--- config.mk ---
export PLATFORM = sky130hd
export DESIGN_NAME = pixel_frame_driver
export DESIGN_NICKNAME = d
export VERILOG_FILES = /design/src/rtl/pixel_frame_driver.sv
export SDC_FILE = /design/constraint.sdc
export NUM_CORES = 1
export LEC_CHECK = 0
export CORE_MARGIN = 2
export CORE_UTILIZATION = 60
export DETAILED_ROUTE_END_ITERATION = 8
export GPL_ROUTABILITY_DRIVEN = 0
export PLACE_DENSITY = 0.92
export SETUP_SLACK_MARGIN = 0.4
export SLEW_MARGIN = 40
export SYNTH_ARGS = -nofsm -noshare
export SYNTH_HDL_FRONTEND = slang
export SYNTH_SLANG_ARGS = --single-unit
--- constraint.sdc ---
create_clock -name clk -period 4.9 [get_ports clk]
set_input_delay 0.98 -clock clk [delete_from_list [all_inputs] [get_ports clk]]
set_output_delay 0.98 -clock clk [all_outputs]
set_load 0.01 [all_outputs]
--- src/rtl/pixel_frame_driver.sv ---
// -----------------------------------------------------------------------------
// pixel_frame_driver
//
// Reads the 8x8 Game-of-Life pixel memory and sends it to a WS2812 LED chain.
// The block sweeps addresses 0..MAX_PIXEL. For each address it waits out the
// memory read latency and then sends the pixel byte as a 24-bit GRB word. All
// three colour bytes carry the same pixel value, and bits go out MSB first.
// After the last pixel, the data line is held low for the latch period.
//
// Ports:
//   clk        system clock
//   reset      asynchronous, active-high reset
//   start      frame request, sampled only while idle
//   read_data  pixel byte returned by memory for the current address
//   address    pixel address to memory (row = [5:3], column = [2:0])
//   state      0 = transmitting a frame, 1 = idle (drives the Life engine)
//   led_dout   WS2812 serial data line
//   frame_done one-cycle pulse at the end of the latch period
// -----------------------------------------------------------------------------
module pixel_frame_driver #(
    parameter int T_BIT        = 15,
    parameter int T0H          = 5,
    parameter int T1H          = 10,
    parameter int LATCH_CYCLES = 600,
    parameter int READ_LATENCY = 2,
    parameter int MAX_PIXEL    = 63
) (
    input  logic       clk,
    input  logic       reset,
    input  logic       start,
    input  logic [7:0] read_data,
    output logic [5:0] address,
    output logic       state,
    output logic       led_dout,
    output logic       frame_done
);

    localparam int BIT_W = $clog2(T_BIT);
    localparam int LAT_W = $clog2(LATCH_CYCLES);
    localparam int FET_W = $clog2(READ_LATENCY + 1);

    localparam logic [BIT_W-1:0] BIT_LAST   = BIT_W'(T_BIT - 1);
    localparam logic [BIT_W-1:0] T0H_C      = BIT_W'(T0H);
    localparam logic [BIT_W-1:0] T1H_C      = BIT_W'(T1H);
    localparam logic [LAT_W-1:0] LATCH_LAST = LAT_W'(LATCH_CYCLES - 1);
    localparam logic [FET_W-1:0] FETCH_LAST = FET_W'(READ_LATENCY - 1);
    localparam logic [5:0]       LAST_PIXEL = 6'(MAX_PIXEL);
    localparam logic [4:0]       LAST_BIT   = 5'd23;

    // Bit timing is meaningless unless 0 < T0H < T1H < T_BIT.
    if (!(T0H > 0 && T0H < T1H && T1H < T_BIT)) begin : g_bad_timing
        $error("pixel_frame_driver: require 0 < T0H < T1H < T_BIT");
    end

    typedef enum logic [1:0] {
        S_IDLE,
        S_FETCH,
        S_SEND,
        S_LATCH
    } fsm_t;

    fsm_t              fsm;
    logic [FET_W-1:0]  fetch_cnt;
    logic [BIT_W-1:0]  bit_cnt;
    logic [4:0]        bit_idx;
    logic [LAT_W-1:0]  latch_cnt;
    logic [23:0]       shift_reg;

    logic [BIT_W-1:0]  bit_cnt_nx;
    logic [BIT_W-1:0]  high_len;

    assign bit_cnt_nx = bit_cnt + BIT_W'(1);
    assign high_len   = shift_reg[23] ? T1H_C : T0H_C;

    // led_dout is registered. Each branch therefore computes the line level
    // for the bit_cnt value it is moving to, which keeps pulse widths exact.
    // NOTE: sequential state uses non-blocking assignments, so every register
    // is updated from the same pre-edge values.
    always_ff @(posedge clk or posedge reset) begin
        if (reset) begin
            // NOTE: the shift register is cleared as well. It is small, and a
            // known value keeps the post-reset state fully deterministic.
            fsm        <= S_IDLE;
            address    <= '0;
            state      <= 1'b1;
            led_dout   <= 1'b0;
            frame_done <= 1'b0;
            fetch_cnt  <= '0;
            bit_cnt    <= '0;
            bit_idx    <= '0;
            latch_cnt  <= '0;
            shift_reg  <= '0;
        end else begin
            frame_done <= 1'b0;
            case (fsm)
                S_IDLE: begin
                    led_dout <= 1'b0;
                    address  <= '0;
                    state    <= 1'b1;
                    if (start) begin
                        fsm       <= S_FETCH;
                        state     <= 1'b0;
                        fetch_cnt <= '0;
                    end
                end

                S_FETCH: begin
                    led_dout <= 1'b0;
                    if (fetch_cnt == FETCH_LAST) begin
                        shift_reg <= {3{read_data}};
                        bit_idx   <= '0;
                        bit_cnt   <= '0;
                        led_dout  <= 1'b1;   // every bit starts high
                        fsm       <= S_SEND;
                    end else begin
                        fetch_cnt <= fetch_cnt + FET_W'(1);
                    end
                end

                S_SEND: begin
                    if (bit_cnt == BIT_LAST) begin
                        bit_cnt <= '0;
                        if (bit_idx == LAST_BIT) begin
                            led_dout  <= 1'b0;
                            fetch_cnt <= '0;
                            // address stays at the last pixel through the
                            // latch, because the Life engine swaps buffers on it
                            if (address == LAST_PIXEL) begin
                                latch_cnt <= '0;
                                fsm       <= S_LATCH;
                            end else begin
                                address <= address + 6'd1;
                                fsm     <= S_FETCH;
                            end
                        end else begin
                            shift_reg <= {shift_reg[22:0], 1'b0};
                            bit_idx   <= bit_idx + 5'd1;
                            led_dout  <= 1'b1;
                        end
                    end else begin
                        bit_cnt  <= bit_cnt_nx;
                        led_dout <= (bit_cnt_nx < high_len);
                    end
                end

                S_LATCH: begin
                    led_dout <= 1'b0;
                    if (latch_cnt == LATCH_LAST) begin
                        frame_done <= 1'b1;
                        address    <= '0;
                        state      <= 1'b1;
                        fsm        <= S_IDLE;
                    end else begin
                        latch_cnt <= latch_cnt + LAT_W'(1);
                    end
                end

                default: fsm <= S_IDLE;
            endcase
        end
    end

endmodule

==> metrics.txt, run 1 <==
status finished clean; CP cell instances nand2b_1 -> o21ai_1 -> nand2_1 -> buf_4 -> a221o_1; row cnt 25; DP HPWL 3.70 mm; DP Area 3040 sq um; worst setup margin 2.51 ns; maxcap violations 0; via count 2266; post-CTS setup buffers 0; Global Route Usage Sum 22.5%; core box area 4660 sq um; Slew HR 47.0%; final core occ 67.4%; Pwr Total 1.71 mW; min Tclk post-route 2.39 ns; NumNets Final 340; RSZ-0062 raised after global routing no; Async S/R FF share, synth 100%; area grow syn2layout 10.4%; final count of pins violating max slew 0; num ports 20; largest net degree at the start of global routing 57; hold crit path type register to register; clock root cell clkbuf_8; period utilisation layout 48.8%; DRC viols 0; GR Util met1 31.2%; Worst Path Required 5.12 ns; area leader, netlist dfrtp_1; Post-Syn Area 2850 sq um; family with the most delay on the worst path compound AO/OA/AOI/OAI gates; Primary FF master, synth dfrtp_1; pre-CTS setup slack 2.60 ns; initial antenna violation count 0; CP max stage delay 0.59 ns; slowest CP cell dfrtp_1; Finished Cell Area 3140 sq um; WP buf/inv 1; Synth Warn # 0; EDFF count, synth 0; area share of the leading cell type in the synthesized netlist 48.4%; Die Height 72.9 um; gr ovfl total 0; Die W 72.9 um; effective utilization at floorplan 61.1%; multi-input logic area 1330 sq um; synth unique cells 52; CTS Hold Bufs 0; GR peak layer met2; Max clock buf depth 2; Synth Register Bits 56; Setup CP Type register to register; CTS tree built; sequential share of the synthesized area 49.3%; Sink Count 56; worst skew pair latency 0.32 ns; Arr. time, crit path 2.61 ns; Vias/cell 6.04; Buffers on Ports 19; number of CTS-inserted buffers 5; Peak supply drop 0.000231 V; hold slack final 0.487 ns; cts repair resizes 0; critical path startpoint category register; Layout fillers 344; share of cells above drive strength 1 8.41%; first-pass GRT wire length 9.41 mm; pwr dens 544 nW/um^2; Synth area leaders dfrtp_1 (48%), o21ai_0 (7.6%), nand2_1 (6.2%); Setup Viol. Count Final 0; drt pass-1 iters 4; critical path fanouts, max 50; Seq. cell area 1400 sq um; Routed WL per cell 15.3 um; P_leak 1.40 nW; met2 Use GR 35.8%; Placed Instances 367; Final Hold Viols 0; H-tree depth 2; diodes inserted 0; CP endpoint kind register; Post-DRT Antenna Nets 0; die footprint 5310 sq um; syn_area_per_cell 9.30 sq um; Synth Instances 306; vias in the first global route 2098; initial DRC count 235; final wirelength 5.73 mm; Fin Setup TNS 0 ns; met3 GRT Util 4.28%; Reg clk slew, reported paths 0.11 ns; clk_skew 0.0144 ns; Largest register FFs 24; Final Non-Filler Cells 375; Slew @ Worst Pin 0.795 ns; net count after synthesis 326; Max Fclk 418 MHz
==> cells in the final DEF (no fill, tap or decap), types with 3 or more instances in the layout <==
cell and n:
a21oi_1 26, a221o_1 4, and2_1 8, and3_1 7, buf_4 3, clkbuf_8 6
clkdlybuf4s50_1 19, dfrtp_1 55, ha_1 9, inv_1 8, nand2_1 47, nand3_1 12
nor2_1 15, nor2b_1 3, nor3_1 4, nor4_1 3, o21ai_0 43, o41ai_1 4
xor2_1 4
==> metal layers <==
| layer | part of all wire (%) | wire length, um |
|---|---|---|
| met2 | 47 | 2720 |
| met1 | 48 | 2740 |
| met3 | 3.2 | 182 |
| met4 | 1.4 | 80 |
| met5 | 0 | 0 |
==> area by class of cell <==
type / instances / share of cell area (%)
clock buffers: 6 / 2.63
clock inverters: 2 / 0.478
inverters: 9 / 1.08
multi-input cells: 226 / 42.3
flip-flops and latches: 56 / 44.6
well taps: 54 / 2.15
repair buffers: 22 / 6.77
==> report_power, final <==
group          internal [mW]  switching (mW)  total (mW)
combinational          0.271           0.421       0.691
sequential             0.619           0.126       0.745
clock                  0.115           0.157       0.271
total                   1.00           0.704        1.71
==> final timing paths <==
| kind | from | endpoint | slack, ns | cells past startpoint |
|---|---|---|---|---|
| worst max-delay path | fsm[1] | shift_reg[16] | 2.51 | 5 |
| worst min-delay path | shift_reg[19] | shift_reg[19] | 0.49 | 2 |
| worst max register to register | fsm[1] | shift_reg[16] | 2.51 | 5 |
| worst min register to register | shift_reg[19] | shift_reg[19] | 0.49 | 2 |
| max in group asynchronous | reset | shift_reg[11] | 3.29 | 3 |
| min in group asynchronous | reset | latch_cnt[4] | 1.16 | 3 |
==> cells in the mapped netlist, types with 2 or more instances <==
library cell,number
inv_1,9
clkbuf_8,2
nand3_1,12
dfrtp_1,55
nor2_1,15
o41ai_1,4
a21oi_1,26
buf_1,2
nand2_1,47
xor2_1,4
nor3_1,4
nand3b_1,2
a21boi_0,2
and3_1,7
nand4_1,2
and2_1,8
ha_1,9
a31oi_1,2
o31ai_1,2
clkbuf_1,9
nor2b_1,4
nor4_1,3
a221o_1,4
or2_2,2
o21ai_0,43
==> logic make-up after synthesis <==
group	Yosys count	share of synthesized area [%]
adder cells (fa/ha/maj)	9	3.96
XOR/XNOR	5	1.54
flip-flops	56	49.3
multiplexers	2	0.747
buffers and inverters	24	4.18
AND/OR/NAND/NOR	114	19.8
AO/OA/AOI/OAI	96	20.5
==> tightest hold or removal path, cell delays in order, from the launching register on <==
cell     delay, ns
dfrtp_1       0.35
nand2_1       0.05
o21ai_0       0.06
No activity file was read; power rests on OpenSTA's default activity.
==> run 2, diff against run 1 <==
CORE_UTILIZATION = 58   (was 60)
PLACE_DENSITY = 0.9   (was 0.92)
clock period = 2.5 ns   (was 4.9 ns; I/O delays follow)
==> run 2 against run 1 <==
Against the previous run:
- sequential share of layout area fell by 1.0 points
- sequential power rose by 96%
- critical path depth did not move
- fmax rose by 19%
- via count rose by 0.97%
- total power rose by 99%
- non-clock buffer count rose by 3
==> metrics.txt, run 2 (synthesis gave the netlist of run 1 again) <==
Pwr Total 3.41 mW; final count of pins violating max slew 0; DRC viols 0; Final Non-Filler Cells 391; Final Hold Viols 0; initial DRC count 287; worst skew pair latency 0.32 ns; via count 2288; Post-DRT Antenna Nets 0; H-tree depth 2; drt pass-1 iters 4; Setup CP Type register to register; DP HPWL 3.95 mm; CTS Hold Bufs 0; initial antenna violation count 0; gr ovfl total 0; r2r setup slk 0.50 ns; status finished clean; hold crit path type register to register; final wirelength 5.91 mm; Largest register FFs 24; RSZ-0062 raised after global routing no; Hold EP shift_reg[2]; vias in the first global route 2245; Fin Setup TNS 0 ns; hold path depth 2; Max Fclk 499 MHz; min Tclk post-route 2.00 ns; Die Height 74.1 um; CTS tree built; Sink Count 56; Routed WL per cell 15.1 um; critical path fanouts, max 7; period utilisation layout 80.1%; most frequent cells in the layout dfrtp_1 (55), nand2_1 (46), o21ai_0 (43), a21oi_1 (26), clkdlybuf4s50_1 (19); P_leak 1.44 nW; Slew @ Worst Pin 0.513 ns; Arr. time, crit path 2.18 ns; share of cells above drive strength 1 10.8%; clock root cell clkbuf_8; area grow syn2layout 12.9%; effective utilization at floorplan 60.3%; Peak supply drop 0.000390 V; Global Route Usage Sum 23.6%; Slew HR 65.5%; clk_skew 0.0148 ns; Hold Path Origin shift_reg[2]; commonest non-fill, non-tap cell in the layout dfrtp_1; critical path startpoint category register; Die W 74.1 um; hold slack final 0.488 ns; Placed Instances 382; Worst Path Required 2.68 ns; pwr dens 1060 nW/um^2; core box area 4720 sq um; Max clock buf depth 2; row cnt 25; Buffers on Ports 19; num ports 20; NumNets Final 343; maxcap violations 0; reg2reg end latch_cnt[9]; reg2reg path depth 5; diodes inserted 0; pre-CTS setup slack 0.437 ns; Vias/cell 5.85; worst setup margin 0.498 ns; Reg clk slew, reported paths 0.09 ns; CP endpoint kind register; die footprint 5480 sq um; largest net degree at the start of global routing 57; Setup Viol. Count Final 0; number of CTS-inserted buffers 5; first-pass GRT wire length 10.1 mm; FF-to-FF Start latch_cnt[3]
run 2: worst max-delay path by stage:
stage	start	to	slack [ns]	depth (start not counted)
after floorplan	latch_cnt[3]	address[3]	0.62	5
after global placement	latch_cnt[3]	latch_cnt[9]	0.52	5
after detailed placement	latch_cnt[3]	latch_cnt[9]	0.44	5
after CTS	latch_cnt[3]	latch_cnt[9]	0.42	5
after global routing	fetch_cnt[1]	shift_reg[16]	0.43	7
final	latch_cnt[3]	latch_cnt[9]	0.50	5
run 2: routing by layer:
| metal | part of all wire, % | GRT usage, % | up-vias | wire length, um |
|---|---|---|---|---|
| met3 | 4.3 | 3.52 | 10 | 257 |
| met1 | 43 | 30.4 | 1085 | 2540 |
| met5 | 0 | 0 | - | 0 |
| met2 | 51 | 39.8 | 73 | 3020 |
| li1 | - | - | 1120 | - |
| met4 | 1.8 | 9.90 | 0 | 104 |
run 2: report_power, final:
part,internal (mW),switching (mW),leakage (nW)
sequential,1.21,0.249,0.728
combinational,0.585,0.865,0.664
clock,0.196,0.299,0.0479
run 2: area by class of cell:
cell class	count	area, sq um
inverter	9	33.8
sequential	56	1400
timing repair buffer	25	248
multi-input combinational	226	1360
clock buffer	5	68.8
fill	335	1510
clock inverter	3	18.8
tap	67	83.8
run 2: critical path: stages, from the launching register on:
cell      delay [ns]
dfrtp_1         0.44
or4b_4          0.58
o31ai_4         0.32
a21boi_4        0.31
o21ai_0         0.13
o41ai_1         0.09
run 2: per-stage QoR:
stage                     utilization [%]  area (sq um)
after floorplan                         -          2850
after global placement               65.4          3090
after detailed placement             65.4          3090
after CTS                            67.2          3180
after global routing                 68.1          3210
final                                68.1          3210
run 2: timing repair:
action | in CTS | in global routing
setup endpoints to repair | 0 | 13
gates resized for setup | 0 | 6
buffers inserted | 0 | 1
